### src/rtl/cpu_mc.sv
// cpu_mc: multi-cycle 16-bit-instruction core with a DW-bit datapath and an AW-bit PC.
// Sequences FETCH/DECODE/EXEC/MEM/WB. Instruction and data memories use req/ready
// handshakes, so wait states are allowed.
// Optional feature: define CPU_MUL_EN to make opcode C a multiply (rd = low DW bits
// of rs*rt). When it is undefined, opcode C is a NOP.
// Ports:
//   clk, reset                   rising-edge clock; asynchronous active-high reset
//   imem_req/addr/rdata/ready    instruction fetch handshake (addr = PC)
//   dmem_req/we/addr/wdata/
//   dmem_rdata/ready             data load/store handshake (addr = low AW bits of Rs)
//   PC, FLAGS {N,Z,C,V}, halted  status outputs
module cpu_mc #(
  parameter int DW = 8,
  parameter int AW = 8
) (
  input  logic          clk,
  input  logic          reset,
  output logic          imem_req,
  output logic [AW-1:0] imem_addr,
  input  logic [15:0]   imem_rdata,
  input  logic          imem_ready,
  output logic          dmem_req,
  output logic          dmem_we,
  output logic [AW-1:0] dmem_addr,
  output logic [DW-1:0] dmem_wdata,
  input  logic [DW-1:0] dmem_rdata,
  input  logic          dmem_ready,
  output logic [AW-1:0] PC,
  output logic [3:0]    FLAGS,
  output logic          halted
);

  typedef enum logic [2:0] {
    S_FETCH, S_DECODE, S_EXEC, S_MEM, S_WB, S_HALT
  } state_t;

  state_t        state, state_nx;
  logic [AW-1:0] pc;
  logic [15:0]   ir;
  logic [DW-1:0] a, b, res;
  logic [3:0]    flags;
  logic [DW-1:0] regs [16];

  logic [3:0] op, rd, rs, rt;
  logic [7:0] imm8;

  assign op   = ir[15:12];
  assign rd   = ir[11:8];
  assign rs   = ir[7:4];
  assign rt   = ir[3:0];
  assign imm8 = ir[7:0];

  logic [DW-1:0] alu_res;
  logic          alu_c, alu_v, alu_upd, br_taken;
  logic [DW:0]   sum, diff;
`ifdef CPU_MUL_EN
  logic [2*DW-1:0] prod;
`endif

  always_comb begin
    sum     = {1'b0, a} + {1'b0, b};
    diff    = {1'b0, a} - {1'b0, b};
`ifdef CPU_MUL_EN
    prod    = {{DW{1'b0}}, a} * {{DW{1'b0}}, b};
`endif
    alu_res = '0;
    alu_c   = 1'b0;
    alu_v   = 1'b0;
    alu_upd = 1'b0;
    case (op)
      4'h1: begin
        alu_res = sum[DW-1:0];
        alu_c   = sum[DW];
        alu_v   = (a[DW-1] == b[DW-1]) && (sum[DW-1] != a[DW-1]);
        alu_upd = 1'b1;
      end
      4'h2: begin
        alu_res = diff[DW-1:0];
        alu_c   = ~diff[DW];  // carry = no borrow
        alu_v   = (a[DW-1] != b[DW-1]) && (diff[DW-1] != a[DW-1]);
        alu_upd = 1'b1;
      end
      4'h3: begin alu_res = a & b; alu_upd = 1'b1; end
      4'h4: begin alu_res = a | b; alu_upd = 1'b1; end
      4'h5: begin alu_res = a ^ b; alu_upd = 1'b1; end
      4'h6: alu_res = DW'(imm8);
`ifdef CPU_MUL_EN
      4'hC: begin
        alu_res = prod[DW-1:0];
        alu_c   = |prod[2*DW-1:DW];
        alu_upd = 1'b1;
      end
`endif
      default: ;
    endcase
  end

  // Branch condition uses the flags as held before the branch.
  always_comb begin
    br_taken = 1'b0;
    if (op == 4'h9) begin
      case (rd)
        4'd0:    br_taken = 1'b1;
        4'd1:    br_taken = flags[2];
        4'd2:    br_taken = ~flags[2];
        4'd3:    br_taken = flags[1];
        4'd4:    br_taken = flags[3];
        default: br_taken = 1'b0;
      endcase
    end
  end

  always_ff @(posedge clk or posedge reset) begin
    if (reset) state <= S_FETCH;
    else       state <= state_nx;
  end

  always_comb begin
    state_nx = state;
    case (state)
      S_FETCH:  if (imem_ready) state_nx = S_DECODE;
      S_DECODE: state_nx = S_EXEC;
      S_EXEC: begin
        case (op)
          4'h1, 4'h2, 4'h3, 4'h4, 4'h5, 4'h6: state_nx = S_WB;
`ifdef CPU_MUL_EN
          4'hC:       state_nx = S_WB;
`endif
          4'h7, 4'h8: state_nx = S_MEM;
          4'hF:       state_nx = S_HALT;
          default:    state_nx = S_FETCH;
        endcase
      end
      S_MEM:   if (dmem_ready) state_nx = (op == 4'h7) ? S_WB : S_FETCH;
      S_WB:    state_nx = S_FETCH;
      S_HALT:  state_nx = S_HALT;
      default: state_nx = S_FETCH;
    endcase
  end

  always_ff @(posedge clk or posedge reset) begin
    if (reset) begin
      pc    <= '0;
      ir    <= '0;
      a     <= '0;
      b     <= '0;
      res   <= '0;
      flags <= '0;
      for (int unsigned i = 0; i < 16; i++) regs[i] <= '0;
    end else begin
      case (state)
        S_FETCH: if (imem_ready) begin
          ir <= imem_rdata;
          pc <= pc + 1'b1;
        end
        S_DECODE: begin
          a <= regs[rs];
          b <= (op == 4'h8) ? regs[rd] : regs[rt];
        end
        S_EXEC: begin
          res <= alu_res;
          if (alu_upd) flags <= {alu_res[DW-1], alu_res == '0, alu_c, alu_v};
          // pc already points past the branch; cast sign-extends imm8 to AW bits
          if (br_taken) pc <= pc + AW'($signed(imm8));
        end
        S_MEM:   if (dmem_ready && op == 4'h7) res <= dmem_rdata;
        S_WB:    if (rd != 4'd0) regs[rd] <= res;
        default: ;
      endcase
    end
  end

  // Reset leaves state at FETCH, so the request is gated by reset to drop it immediately.
  assign imem_req   = (state == S_FETCH) && !reset;
  assign imem_addr  = pc;
  assign dmem_req   = (state == S_MEM);
  assign dmem_we    = (state == S_MEM) && (op == 4'h8);
  assign dmem_addr  = (state == S_MEM) ? AW'(a) : '0;
  assign dmem_wdata = (state == S_MEM && op == 4'h8) ? b : '0;
  assign PC         = pc;
  assign FLAGS      = flags;
  assign halted     = (state == S_HALT);

endmodule

### config.mk
export PLATFORM = sky130hd
export DESIGN_NAME = cpu_mc
export DESIGN_NICKNAME = d
export VERILOG_FILES = /design/src/rtl/cpu_mc.sv
export SDC_FILE = /design/constraint.sdc
export NUM_CORES = 1
export LEC_CHECK = 0
export CAP_MARGIN = 20
export CELL_PAD_IN_SITES_DETAIL_PLACEMENT = 0
export CELL_PAD_IN_SITES_GLOBAL_PLACEMENT = 1
export CORE_MARGIN = 3
export CORE_UTILIZATION = 26
export CTS_CLUSTER_SIZE = 24
export DETAILED_ROUTE_END_ITERATION = 12
export GPL_ROUTABILITY_DRIVEN = 0
export GPL_TIMING_DRIVEN = 0
export PLACE_DENSITY = 0.47
export SLEW_MARGIN = 20
export SYNTH_ARGS = -nofsm -noshare
export SYNTH_HDL_FRONTEND = slang
export SYNTH_SLANG_ARGS = --single-unit
### constraint.sdc
create_clock -name clk -period 16.84 [get_ports clk]
set_clock_uncertainty 0.05 [all_clocks]
set_input_delay 1.684 -clock clk [delete_from_list [all_inputs] [get_ports clk]]
set_output_delay 1.684 -clock clk [all_outputs]
set_load 0.05 [all_outputs]
-- After elaboration in Yosys (flattened, before gate mapping)
Memories as Yosys holds them, arrays and structs flattened.
Index checks and enable logic that the tools add are counted.
- add/sub/neg operators: 4
- order comparisons: 4
- eq/ne operators: 26
- muxes and demuxes: 30
- bitwise logic cells: 8
- reductions and logical operators: 20
- operators by type and width (kind ; count):
    $bwmux W128 ; 1
    $mux W8 ; 13
    $bmux W8 S4 ; 3
    $pmux W8 S6 ; 1
    $demux W8 S4 ; 1
    $pmux W8 S2 ; 2
    $eq A4 B3 Y1 const B ; 5
    $eq A4 B2 Y1 const B ; 4
    $ge A5 B5 Y1 const B ; 3
    $not A4 Y5 ; 3
    $pmux W3 S5 ; 1
    $reduce_and A2 Y1 ; 5
    $add A8 B8 Y9 ; 1
    $mux W3 ; 3
    $sub A8 B8 Y9 ; 1
    $add A8 B1 Y8 const B ; 1
    $add A8 B8 Y8 ; 1
    $and A8 B8 Y8 ; 1
    $eq A4 B1 Y1 const B ; 2
    $eq A4 B4 Y1 const B ; 2
    $logic_not A8 Y1 ; 1
    $or A8 B8 Y8 ; 1
    $xor A8 B8 Y8 ; 1
    $eq A3 B2 Y1 const B ; 2
    19 further kinds ; 33
- register bits: 183
- memory bits (read-only): 48
- input bits: 28
- output and inout port bits: 40
- word-level logic and storage cells: 116
- memories kept: 1
- memories (memory ; words ; width ; read ports ; clocked after memory_dff ; wr ports ; line ; RTL):
    (name not given) ; 16 ; 3 ; 1 ; 0 ; 0 ; 124 ; case (op)

-- Depth between registers and ports, before layout
Gate-level depths: netlist (run 1).
- depth in word-level cells: 6
- depth in mapped cells: 14
- mapped depth without buffers: 12

-- Worst setup path before layout (run 1)
No wires, ideal clock.
- kind: input to output
- start point: in reset
- end point: out imem_req
- arrival time: 3.133 ns
- required time: 15.106 ns
- slack: 11.973 ns
- cell stages on the path: 1
- buffers on the path: 0
- path through: nor4_1
- word-level cells in the longest chain between the ends: 2
- ends and longest elaborated chain (element ; line ; RTL):
    from (decl) ; 17 ; input logic reset,
    $logic_not A1 Y1 ; 174 ; assign imem_req = (state == S_FETCH) && !reset;
    $logic_and A1 B1 Y1 ; 174 ;
    to (decl) ; 18 ; output logic imem_req,
No other way between the ends.

-- Worst setup path in the final report (run 1)
Same ends and word-level chain as after synthesis.

==> results of run 1 <==
[logic make-up (layout without fill, tap and decap cells)]
logic type | Yosys count | in the layout | synth area share [%]
multiplexers | 273 | 273 | 36.8
flip-flops | 183 | 183 | 38.2
adder cells (fa/ha/maj) | 35 | 35 | 3.84
buffers and inverters | 123 | 223 | 4.79
XOR/XNOR | 10 | 10 | 0.730
AO/OA/AOI/OAI | 128 | 128 | 7.60
AND/OR/NAND/NOR | 186 | 186 | 8.09
other | 0 | 1 | 0
[layer usage]
metal / part of all wire (%) / routed length [um] / track usage, %
met1: 43 / 18900 / 24.2
met3: 4.3 / 1890 / 2.91
met4: 2.6 / 1140 / 5.97
met2: 50 / 22200 / 31.6
met5: 0 / 0 / 0
[cell usage in the layout, fill, tap and decap left out, types with 17 or more instances in the layout]
cell | netlist | routed
ha_1 | 32 | 32
mux2_2 | 132 | 132
clkbuf_16 | 0 | 17
clkdlybuf4s50_1 | 0 | 67
nand2_1 | 52 | 52
nor2_1 | 56 | 53
dfrtp_1 | 183 | 183
a21oi_1 | 27 | 27
buf_2 | 27 | 27
inv_1 | 35 | 34
o21ai_0 | 22 | 22
mux4_2 | 120 | 120
clkbuf_1 | 41 | 37
[critical path, cell delays in order]
cell	delay, ps
clkdlybuf4s50_1	530
nor4_1	310
clkdlybuf4s50_1	880
[Yosys cell counts (5+ instances only)]
| library cell | n | area, um2 |
|---|---|---|
| nand2b_1 | 7 | 43.8 |
| buf_2 | 27 | 135 |
| o21ai_1 | 16 | 80.1 |
| and2_1 | 6 | 37.5 |
| a221oi_1 | 5 | 43.8 |
| a21o_1 | 6 | 45.0 |
| buf_4 | 13 | 97.6 |
| mux2_2 | 132 | 1490 |
| nor2b_1 | 9 | 56.3 |
| inv_1 | 35 | 131 |
| ha_1 | 32 | 400 |
| nand3_1 | 6 | 30.0 |
| a21oi_1 | 27 | 135 |
| dfrtp_1 | 183 | 4580 |
| nor2_1 | 56 | 210 |
| mux2i_1 | 14 | 140 |
| a22o_1 | 6 | 52.6 |
| nand2_1 | 52 | 195 |
| nor3_1 | 7 | 35.0 |
| nor4_1 | 10 | 62.6 |
| mux4_2 | 120 | 2700 |
| clkbuf_1 | 41 | 154 |
| xor2_1 | 6 | 52.6 |
| o21ai_0 | 22 | 110 |
| mux2_1 | 7 | 78.8 |
[registers in the layout, indices dropped and copies added, names as in the netlist]
register / count
regs: 128
b: 8
ir: 16
PC: 8
a: 8
FLAGS: 4
res: 8
state: 3
[power breakdown]
group | internal, mW | switching [mW] | total (mW)
Combinational | 0.618 | 0.915 | 1.53
Clock | 0.210 | 0.197 | 0.407
Sequential | 0.584 | 0.150 | 0.734
[how the worst max path moves through the flow]
stage                                     from                   end  slack (ps)  depth (start not counted)
after detailed placement                 reset              imem_req       11670                          3
after CTS                 state[1]$_DFFE_PP0P_               dmem_we       11650                          7
after global placement                   reset  regs[12]$_DFFE_PP0P_        6970                          2
final                                    reset              imem_req       11700                          3
after global routing      state[0]$_DFFE_PP0P_               dmem_we       11590                          7
after floorplan                          reset  FLAGS[0]$_DFFE_PP0P_       10130                          1
[through the flow]
stage	hold slack [ps]	util, %	setup slack (ps)
floorplan	408	-	10130
global placement	434	29.5	6970
detailed placement	437	29.6	11670
CTS	452	30.9	11650
global route	476	30.9	11590
finish	441	30.9	11700
[cell type report]
class	count	area share, %
diodes	1	0.0178
plain buffers	88	3.21
clock buffers	20	3.18
clock inverters	11	0.846
inverters	35	0.988
multi-input cells	632	48.8
flip-flops and latches	183	32.6
well taps	600	5.34
repair buffers	69	5.08
==> summary.md, run 1 <==
| Metric | Value |
|---|---|
| Crit path arrival time | 3410 ps |
| Maximum level of the CTS H-tree | 4 |
| Largest net degree at the start of global routing | 97 |
| Synth async-reset ratio | 100% |
| Register Area | 0.00458 mm2 |
| Net Count, Synth | 1001 |
| Die ar. | 0.0487 mm2 |
| GRT Overall Usage | 18.5% |
| Ys Warns | 0 |
| Final period utilization | 30.5% |
| Max Clock Freq | 0.195 GHz |
| Die width | 221 um |
| Layout area overhead | 17.2% |
| Clk buf depth | 2 |
| Slew HR | 25.5% |
| R2r startpoint | ir[1]$_DFFE_PP0P_ |
| Io pins | 68 |
| Hold Path Class | flop to flop |
| Iter 0 DRT Violations | 766 |
| Commonest register cell after synthesis | dfrtp_1 |
| Die height | 221 um |
| Static leakage | 5.88 nW |
| Global route overflow | 0 |
| Post-synth EDFFs | 0 |
| Cts hold-fix bufs | 0 |
| Crit path max fanout | 2 |
| # DRC | 0 |
| DRT Wirelength | 44100 um |
| Placed insts | 1607 |
| Layout cells sized above 1 | 34.8% |
| FF-to-FF End | PC[7]$_DFFE_PP0P_ |
| Via count | 8589 |
| Root Buffer | clkbuf_16 |
| Worst-path clk slew | 70 ps |
| First-pass GRT wire length | 63700 um |
| Final Hold Fails | 0 |
| RSZ-0062 raised after global routing | false |
| Max_cap viols | 0 |
| Design area | 0.0141 mm2 |
| Final setup viols | 0 |
| Flops & latches, synth | 183 |
| Post-synthesis sequential area ratio | 38.2% |
| Worst-Margin Slew | 1120 ps |
| Post-DP HPWL | 30300 um |
| CTS sink count | 183 |
| Startpoint type of the worst setup path | input port |
| Status | finished clean |
| Vias/cell | 5.24 |
| WP data required | 15110 ps |
| Synth Area per Inst | 12.8 um2 |
| Wire length per cell | 26.9 um |
| Vias in the first global route | 8700 |
| Rows | 78 |
| CTS tree | done |
| Fillers | 4672 |
| Cell Area, Synth | 0.0120 mm2 |
| Resize count post-CTS | 0 |
| Hold Path Cell Cnt | 1 |
| Layout net count | 1089 |
| Routed Antenna Nets | 0 |
| Worst R2R Setup Slack | 13260 ps |
| Worst VDD drop | 0.115 mV |
| Slew Limit Fails | 0 |
| DRT Pass-1 Iters | 4 |
| Worst hold path startpoint | PC[7]$_DFFE_PP0P_ |
| Total Power | 2.67 mW |
| CP Class | input port to output pin |
| CTS Buf Count | 17 |
| Post-route insts no fill | 1639 |
| Final min period | 5140 ps |
| TNS Setup | 0 ps |
| Clock latency on the worst-skew pair | 460 ps |
| Core area | 0.0455 mm2 |
| Initial core utilization | 26.4% |
| Initial antenna violation count | 0 |
| Hold EP | PC[7]$_DFFE_PP0P_ |
| Critical Path End Type | output pin |
| Syn Inst Count | 938 |
| P per Cell Area | 190 mW/mm2 |
| Multi-input logic area | 0.00685 mm2 |
| Area after DPL | 0.0135 mm2 |
| Port buffer count | 67 |
| Post-CTS Setup Inserts | 0 |
| Worst Reg-to-Reg Cells | 12 |
| Synth cell types | 76 |
Power figures use the tool's default switching activity.
==> run 2, diff against run 1 <==
==> constraint.sdc (replaced) <==
create_clock -name clk -period 4.84 [get_ports clk]
set_clock_uncertainty 0.05 [all_clocks]
set_input_delay 0.484 -clock clk [delete_from_list [all_inputs] [get_ports clk]]
set_output_delay 0.484 -clock clk [all_outputs]
set_load 0.05 [all_outputs]
==> run 2 against run 1 <==
Against the previous run: register-to-register slack worse by 12000 ps; highest routed layer unchanged; sequential share of layout area down 0.20 points; flip-flop and latch count unchanged; critical path type is now flop to output pin; utilization grew 0.20 points; largest power group unchanged.
==> summary.md, run 2 (synthesized netlist as in run 1, its figures left out) <==
| Metric | Value |
|---|---|
| Die ar. | 0.0487 mm2 (unchanged) |
| Startpoint type of the worst setup path | flop |
| Crit path max fanout | 10 (+8) |
| Worst Reg-to-Reg Cells | 12 (unchanged) |
| Most frequent cells in the layout | dfrtp_1 (183), mux2_2 (132), mux4_2 (120) |
| CP Class | flop to output pin |
| Final min period | 3790 ps |
| TNS Setup | 0 ps (unchanged) |
| Hold Path Class | input port to asynchronous set/reset pin |
| RSZ-0062 raised after global routing | false |
| CTS sink count | 183 (unchanged) |
| Max_cap viols | 0 (unchanged) |
| Worst-Margin Slew | 1130 ps (+10.2 ps) |
| Antenna Cells | 0 (-1) |
| Post-CTS Setup Inserts | 0 (unchanged) |
| Worst Setup EP | dmem_we |
| FF-to-FF End | PC[7]$_DFFE_PP0P_ |
| Clock share of power | 14.8% (-0.4 points) |
| Slew HR | 24.8% (-0.68 points) |
| Slew Limit Fails | 0 (unchanged) |
| CTS Buf Count | 17 (unchanged) |
| Die width | 221 um (unchanged) |
| Critical path origin | state[1]$_DFFE_PP0P_ |
| Maximum level of the CTS H-tree | 4 (unchanged) |
| Routed Antenna Nets | 0 (unchanged) |
| Core area | 0.0455 mm2 (unchanged) |
| WP data required | 4310 ps (-10800 ps) |
| Cell Int Power | 4.93 mW (+250%) |
| Place WS | 1140 ps (-10540 ps) |
| Worst-path clk slew | 70 ps (about the same) |
| Logic pwr share | 57.8% (+0.5 points) |
| Largest Register | regs |
| Worst R2R Setup Slack | 1260 ps (-12000 ps) |
| Via count | 8488 (-1.2%) |
| Final period utilization | 78.4% |
| Sequential share of power | 27.4% (about the same) |
| Largest net degree at the start of global routing | 32 (-67%) |
| Status | finished clean |
| Cts hold-fix bufs | 0 (unchanged) |
| # DRC | 0 (unchanged) |
| Register Area | 0.00458 mm2 (unchanged) |
| Clock latency on the worst-skew pair | 450 ps (about the same) |
| Wire length per cell | 26.8 um (-0.60%) |
| Io pins | 68 (unchanged) |
| Fillers | 4632 (-0.86%) |
| First-pass GRT wire length | 63500 um (-0.35%) |
| Final Hold Fails | 0 (unchanged) |
| GRT Overall Usage | 18.5% (-0.080 points) |
| Switching part of the total | 46.9% (-0.27 points) |
| Layout net count | 1094 (+0.46%) |
| Final setup viols | 0 (unchanged) |
| Most common cell after layout, fill and taps aside | dfrtp_1 |
| Root Buffer | clkbuf_16 |
| Biggest registers after layout | regs (128), ir (16) |
| Largest register FFs | 128 (unchanged) |
| Global route overflow | 0 (unchanged) |
| Vias/cell | 5.16 (-1.5%) |
| P_sw | 4.36 mW (+250%) |
| Multi-input logic area | 0.00685 mm2 (unchanged) |
| Clk buf depth | 2 (unchanged) |
| DRT Wirelength | 44000 um (-0.29%) |
| Initial antenna violation count | 0 (unchanged) |
| Iter 0 DRT Violations | 495 (-35%) |
| Post-route insts no fill | 1644 (+0.31%) |
| P per Cell Area | 657 mW/mm2 (+250%) |
| Layout area overhead | 17.9% |
| Port buffer count | 67 (unchanged) |
| Initial core utilization | 26.4% (unchanged) |
| Final worst slack | 1050 ps (-10650 ps) |
| Critical Path End Type | output pin |
| CTS tree | done |
| Static leakage | 5.92 nW (+0.75%) |
| Layout cells sized above 1 | 35.2% (+0.37 points) |
| Die height | 221 um (unchanged) |
| DRT Pass-1 Iters | 5 (+1) |
| Post-DP HPWL | 30700 um (+1.3%) |
| Worst VDD drop | 0.331 mV (+190%) |
| Max Clock Freq | 0.264 GHz |
| Placed insts | 1612 (+0.31%) |
| Crit path arrival time | 3260 ps (-150 ps) |
| R2r startpoint | ir[1]$_DFFE_PP0P_ |
| Resize count post-CTS | 0 (unchanged) |
| Vias in the first global route | 8919 (+2.5%) |
| Rows | 78 (unchanged) |
[run 2: cell types whose count changed in the layout (fill, tap and decap cells not counted)]
cell        previous run  this run
clkbuf_8               1         2
clkinv_2               1         4
diode_2                1         0
buf_12                 0         5
inv_6                  3         1
clkinvlp_4             2         3
clkinv_8               1         0
inv_8                  1         0
[run 2: how the worst min path moves through the flow]
stage | from | endpoint | slack, ps | cells past startpoint
3_5_place_dp | regs[126]$_DFFE_PP0P_ | regs[126]$_DFFE_PP0P_ | 440 | 1
3_3_place_gp | regs[127]$_DFFE_PP0P_ | regs[127]$_DFFE_PP0P_ | 430 | 1
4_1_cts | reset | PC[0]$_DFFE_PP0P_ | 430 | 2
2_1_floorplan | regs[120]$_DFFE_PP0P_ | regs[120]$_DFFE_PP0P_ | 410 | 1
5_1_grt | reset | PC[5]$_DFFE_PP0P_ | 470 | 2
6_report | reset | ir[10]$_DFFE_PP0P_ | 430 | 2
[run 2: cell type report]
type,count,share of cell area (%)
multi-input cells,632,48.4
clock buffers,21,3.26
inverters,35,0.956
repair buffers,74,5.75
well taps,600,5.31
clock inverters,11,0.708
plain buffers,88,3.19
flip-flops and latches,183,32.4
[run 2: layer usage]
layer	global-route usage, %	wire, um	vias to the layer above
li1	-	-	3759
met1	23.6	19100	4457
met2	31.3	21500	203
met3	2.83	1530	69
met4	7.57	1850	0
met5	0	0	-
[run 2: metrics by stage]
step | util, % | power (mW) | hold slack (ps) | cell area, um2
6_report | 31.1 | 9.29 | 429 | 14100
5_1_grt | 31.1 | 9.84 | 472 | 14100
4_1_cts | 31.1 | 9.37 | 431 | 14100
3_5_place_dp | 29.9 | 7.96 | 439 | 13600
3_3_place_gp | 29.5 | 7.93 | 428 | 13400
2_1_floorplan | - | 6.07 | 408 | 12000
[run 2: power by group through the flow]
| stage | combinational (mW) | sequential (mW) | clock, mW |
|---|---|---|---|
| floorplan | 3.52 | 2.55 | 0 |
| global placement | 5.37 | 2.56 | 0 |
| detailed placement | 5.39 | 2.57 | 0 |
| CTS | 5.41 | 2.54 | 1.42 |
| global route | 5.73 | 2.63 | 1.48 |
| finish | 5.37 | 2.54 | 1.38 |
[run 2: critical path: stages (launching register included)]
cell and delay, ps:
dfrtp_1 340, buf_2 220, nand2b_1 160, or2_2 350, buf_2 230, clkbuf_1 300, nor3_1 330, clkdlybuf4s50_1 880
==> run 3, diff against run 2 <==
==> constraint.sdc (replaced) <==
create_clock -name clk -period 3.75 [get_ports clk]
set_clock_uncertainty 0.05 [all_clocks]
set_input_delay 0.375 -clock clk [delete_from_list [all_inputs] [get_ports clk]]
set_output_delay 0.375 -clock clk [all_outputs]
set_load 0.05 [all_outputs]
==> run 3 against run 2 <==
Against the previous run: die area is the same; critical path depth unchanged; sequential power rose by 31%; critical path type unchanged.
==> summary.md, run 3 (synthesized netlist as in run 1, its figures left out) <==
| Metric | Value |
|---|---|
| Status | finished clean |
| Global route overflow | 0 (unchanged) |
| Worst VDD drop | 0.427 mV (+29%) |
| Largest register FFs | 128 (unchanged) |
| Worst-Margin Slew | 1130 ps (+4.56 ps) |
| WP data required | 3320 ps (-990 ps) |
| Layout area overhead | 17.9% (about the same) |
| Iter 0 DRT Violations | 490 (-1.0%) |
| Biggest registers after layout | regs (128), ir (16) |
| RSZ-0062 raised after global routing | false |
| Wire length per cell | 26.8 um (+0.16%) |
| Static leakage | 5.94 nW (+0.38%) |
| Slew Limit Fails | 0 (unchanged) |
| Vias/cell | 5.15 (-0.17%) |
| # DRC | 0 (unchanged) |
| CP Class | flop to output pin |
| Clock latency on the worst-skew pair | 450 ps (about the same) |
| Post-route insts no fill | 1643 (-0.061%) |
| Largest net degree at the start of global routing | 32 (unchanged) |
| WP buf/inv | 4 (unchanged) |
| R2r startpoint | a[1]$_DFFE_PP0P_ |
| Die height | 221 um (unchanged) |
| Layout cells sized above 1 | 35.2% (about the same) |
| P_sw | 5.62 mW (+29%) |
| Startpoint type of the worst setup path | flop |
| Critical Path End Type | output pin |
| Crit path max fanout | 10 (unchanged) |
| First-pass GRT wire length | 63500 um (unchanged) |
| Logic pwr share | 57.4% (-0.4 points) |
| Port buffer count | 67 (unchanged) |
| Clk buf depth | 2 (unchanged) |
| Final Hold Fails | 0 (unchanged) |
| Place WS | 47.7 ps (-1090 ps) |
| Maximum level of the CTS H-tree | 4 (unchanged) |
| Most common cell after layout, fill and taps aside | dfrtp_1 |
| Antenna Cells | 0 (unchanged) |
| CTS tree | done |
| Initial core utilization | 26.4% (unchanged) |
| Crit path cell chain | buf_2 > nand2b_1 > or2_2 > buf_2 > clkbuf_1 > nor2_1 > clkdlybuf4s50_1 |
| Crit path arrival time | 3120 ps (-140 ps) |
| Final setup viols | 0 (unchanged) |
| Die width | 221 um (unchanged) |
| Most used cell, CP | buf_2 |
| Final period utilization | 94.7% |
| Max_cap viols | 0 (unchanged) |
| CTS sink count | 183 (unchanged) |
| Routed Antenna Nets | 0 (unchanged) |
| Final min period | 3550 ps |
| Critical path origin | state[1]$_DFFE_PP0P_ |
| Vias in the first global route | 8919 (unchanged) |
| Layout net count | 1093 (-0.091%) |
| Io pins | 68 (unchanged) |
| Core area | 0.0455 mm2 (unchanged) |
| Clock share of power | 14.9% (about the same) |
| Switching part of the total | 46.9% (about the same) |
| Initial antenna violation count | 0 (unchanged) |
| Post-DP HPWL | 30700 um (unchanged) |
| Hold Path Class | input port to asynchronous set/reset pin |
| DRT Pass-1 Iters | 5 (unchanged) |
| Max Clock Freq | 0.282 GHz |
| P per Cell Area | 848 mW/mm2 (+29%) |
| CP top delay family | buffers and inverters |
| Worst-path clk slew | 70 ps (about the same) |
| Largest Register | regs |
| Slew HR | 24.5% (-0.30 points) |
| Cell Int Power | 6.36 mW (+29%) |
| Rows | 78 (unchanged) |
| Slowest stage delay, CP | 830 ps (-50 ps) |
| CP max stage cell | clkdlybuf4s50_1 |
| Most frequent cells in the layout | dfrtp_1 (183), mux2_2 (132), mux4_2 (120) |
| Sequential share of power | 27.7% (+0.3 points) |
| Die ar. | 0.0487 mm2 (unchanged) |
| Cts hold-fix bufs | 0 (unchanged) |
| CTS Buf Count | 17 (unchanged) |
| Final worst slack | 200 ps (-847 ps) |
| GRT Overall Usage | 18.5% (unchanged) |
| Placed insts | 1612 (unchanged) |
| Root Buffer | clkbuf_16 |
| DRT Wirelength | 44100 um (about the same) |
| Via count | 8468 (-0.24%) |
## run 3: cell count changes in the layout (fill, tap and decap cells not counted)
cell,change
dlygate4sd2_1,+1
clkbuf_1,-1
dlymetal6s2s_1,+1
clkdlybuf4s50_1,-2
## run 3: final cells by class
type,instances,area (um2)
plain buffers,87,447
flip-flops and latches,183,4580
fillers,4631,31300
well taps,600,751
inverters,35,135
multi-input cells,632,6850
repair buffers,74,815
clock inverters,11,100
clock buffers,21,460
## run 3: what timing repair did
action                     4_1_cts  5_1_grt
gates resized for setup          1        1
setup buffers                    0        0
setup endpoints to repair        1        2
hold endpoints to repair         0        0
## run 3: per-stage QoR
stage               util [%]  power [mW]  area, um2  hold slack [ps]  setup TNS (ps)
floorplan                  -        7.83      12000              408               0
global placement        29.5        10.2      13400              428         -148340
detailed placement      29.9        10.3      13600              439               0
CTS                     31.1        12.1      14100              322               0
global route            31.1        12.7      14100              363               0
finish                  31.1        12.0      14100              319               0
## run 3: routing by layer
metal | global-route usage (%) | vias to the layer above | part of all wire, %
met5 | 0 | - | 0
met4 | 7.57 | 0 | 4.1
met3 | 2.83 | 68 | 3.6
met2 | 31.3 | 216 | 49
met1 | 23.6 | 4433 | 43
li1 | - | 3751 | -
## run 3: power by group through the flow
stage,clock network (mW),logic (mW),registers [mW]
after detailed placement,0,6.96,3.31
after global placement,0,6.94,3.30
after global routing,1.91,7.35,3.43
after floorplan,0,4.54,3.29
after CTS,1.83,6.98,3.28
final,1.78,6.88,3.32
## run 3: path summary, 6_finish.rpt
check                      depth (start not counted)                    to  slack [ps]
setup / recovery                                   7          dmem_addr[4]         200
hold / removal                                     2     PC[5]$_DFFE_PP0P_         320
setup reg to reg                                   9    res[7]$_DFFE_PP0P_         270
hold reg to reg                                    1     PC[7]$_DFFE_PP0P_         440
max in group asynchronous                          5  regs[93]$_DFFE_PP0P_        2360
min in group clk                                   1     PC[7]$_DFFE_PP0P_         440
## run 3: worst register-to-register path: cells and delay by family, from the launching register on
| family | cells | cell delay (ps) |
|---|---|---|
| fa+ha+maj | 1 | 360 |
| buf+inv | 1 | 170 |
| simple gates | 1 | 140 |
| flops | 1 | 440 |
| compound gates | 4 | 1530 |
| mux | 2 | 670 |
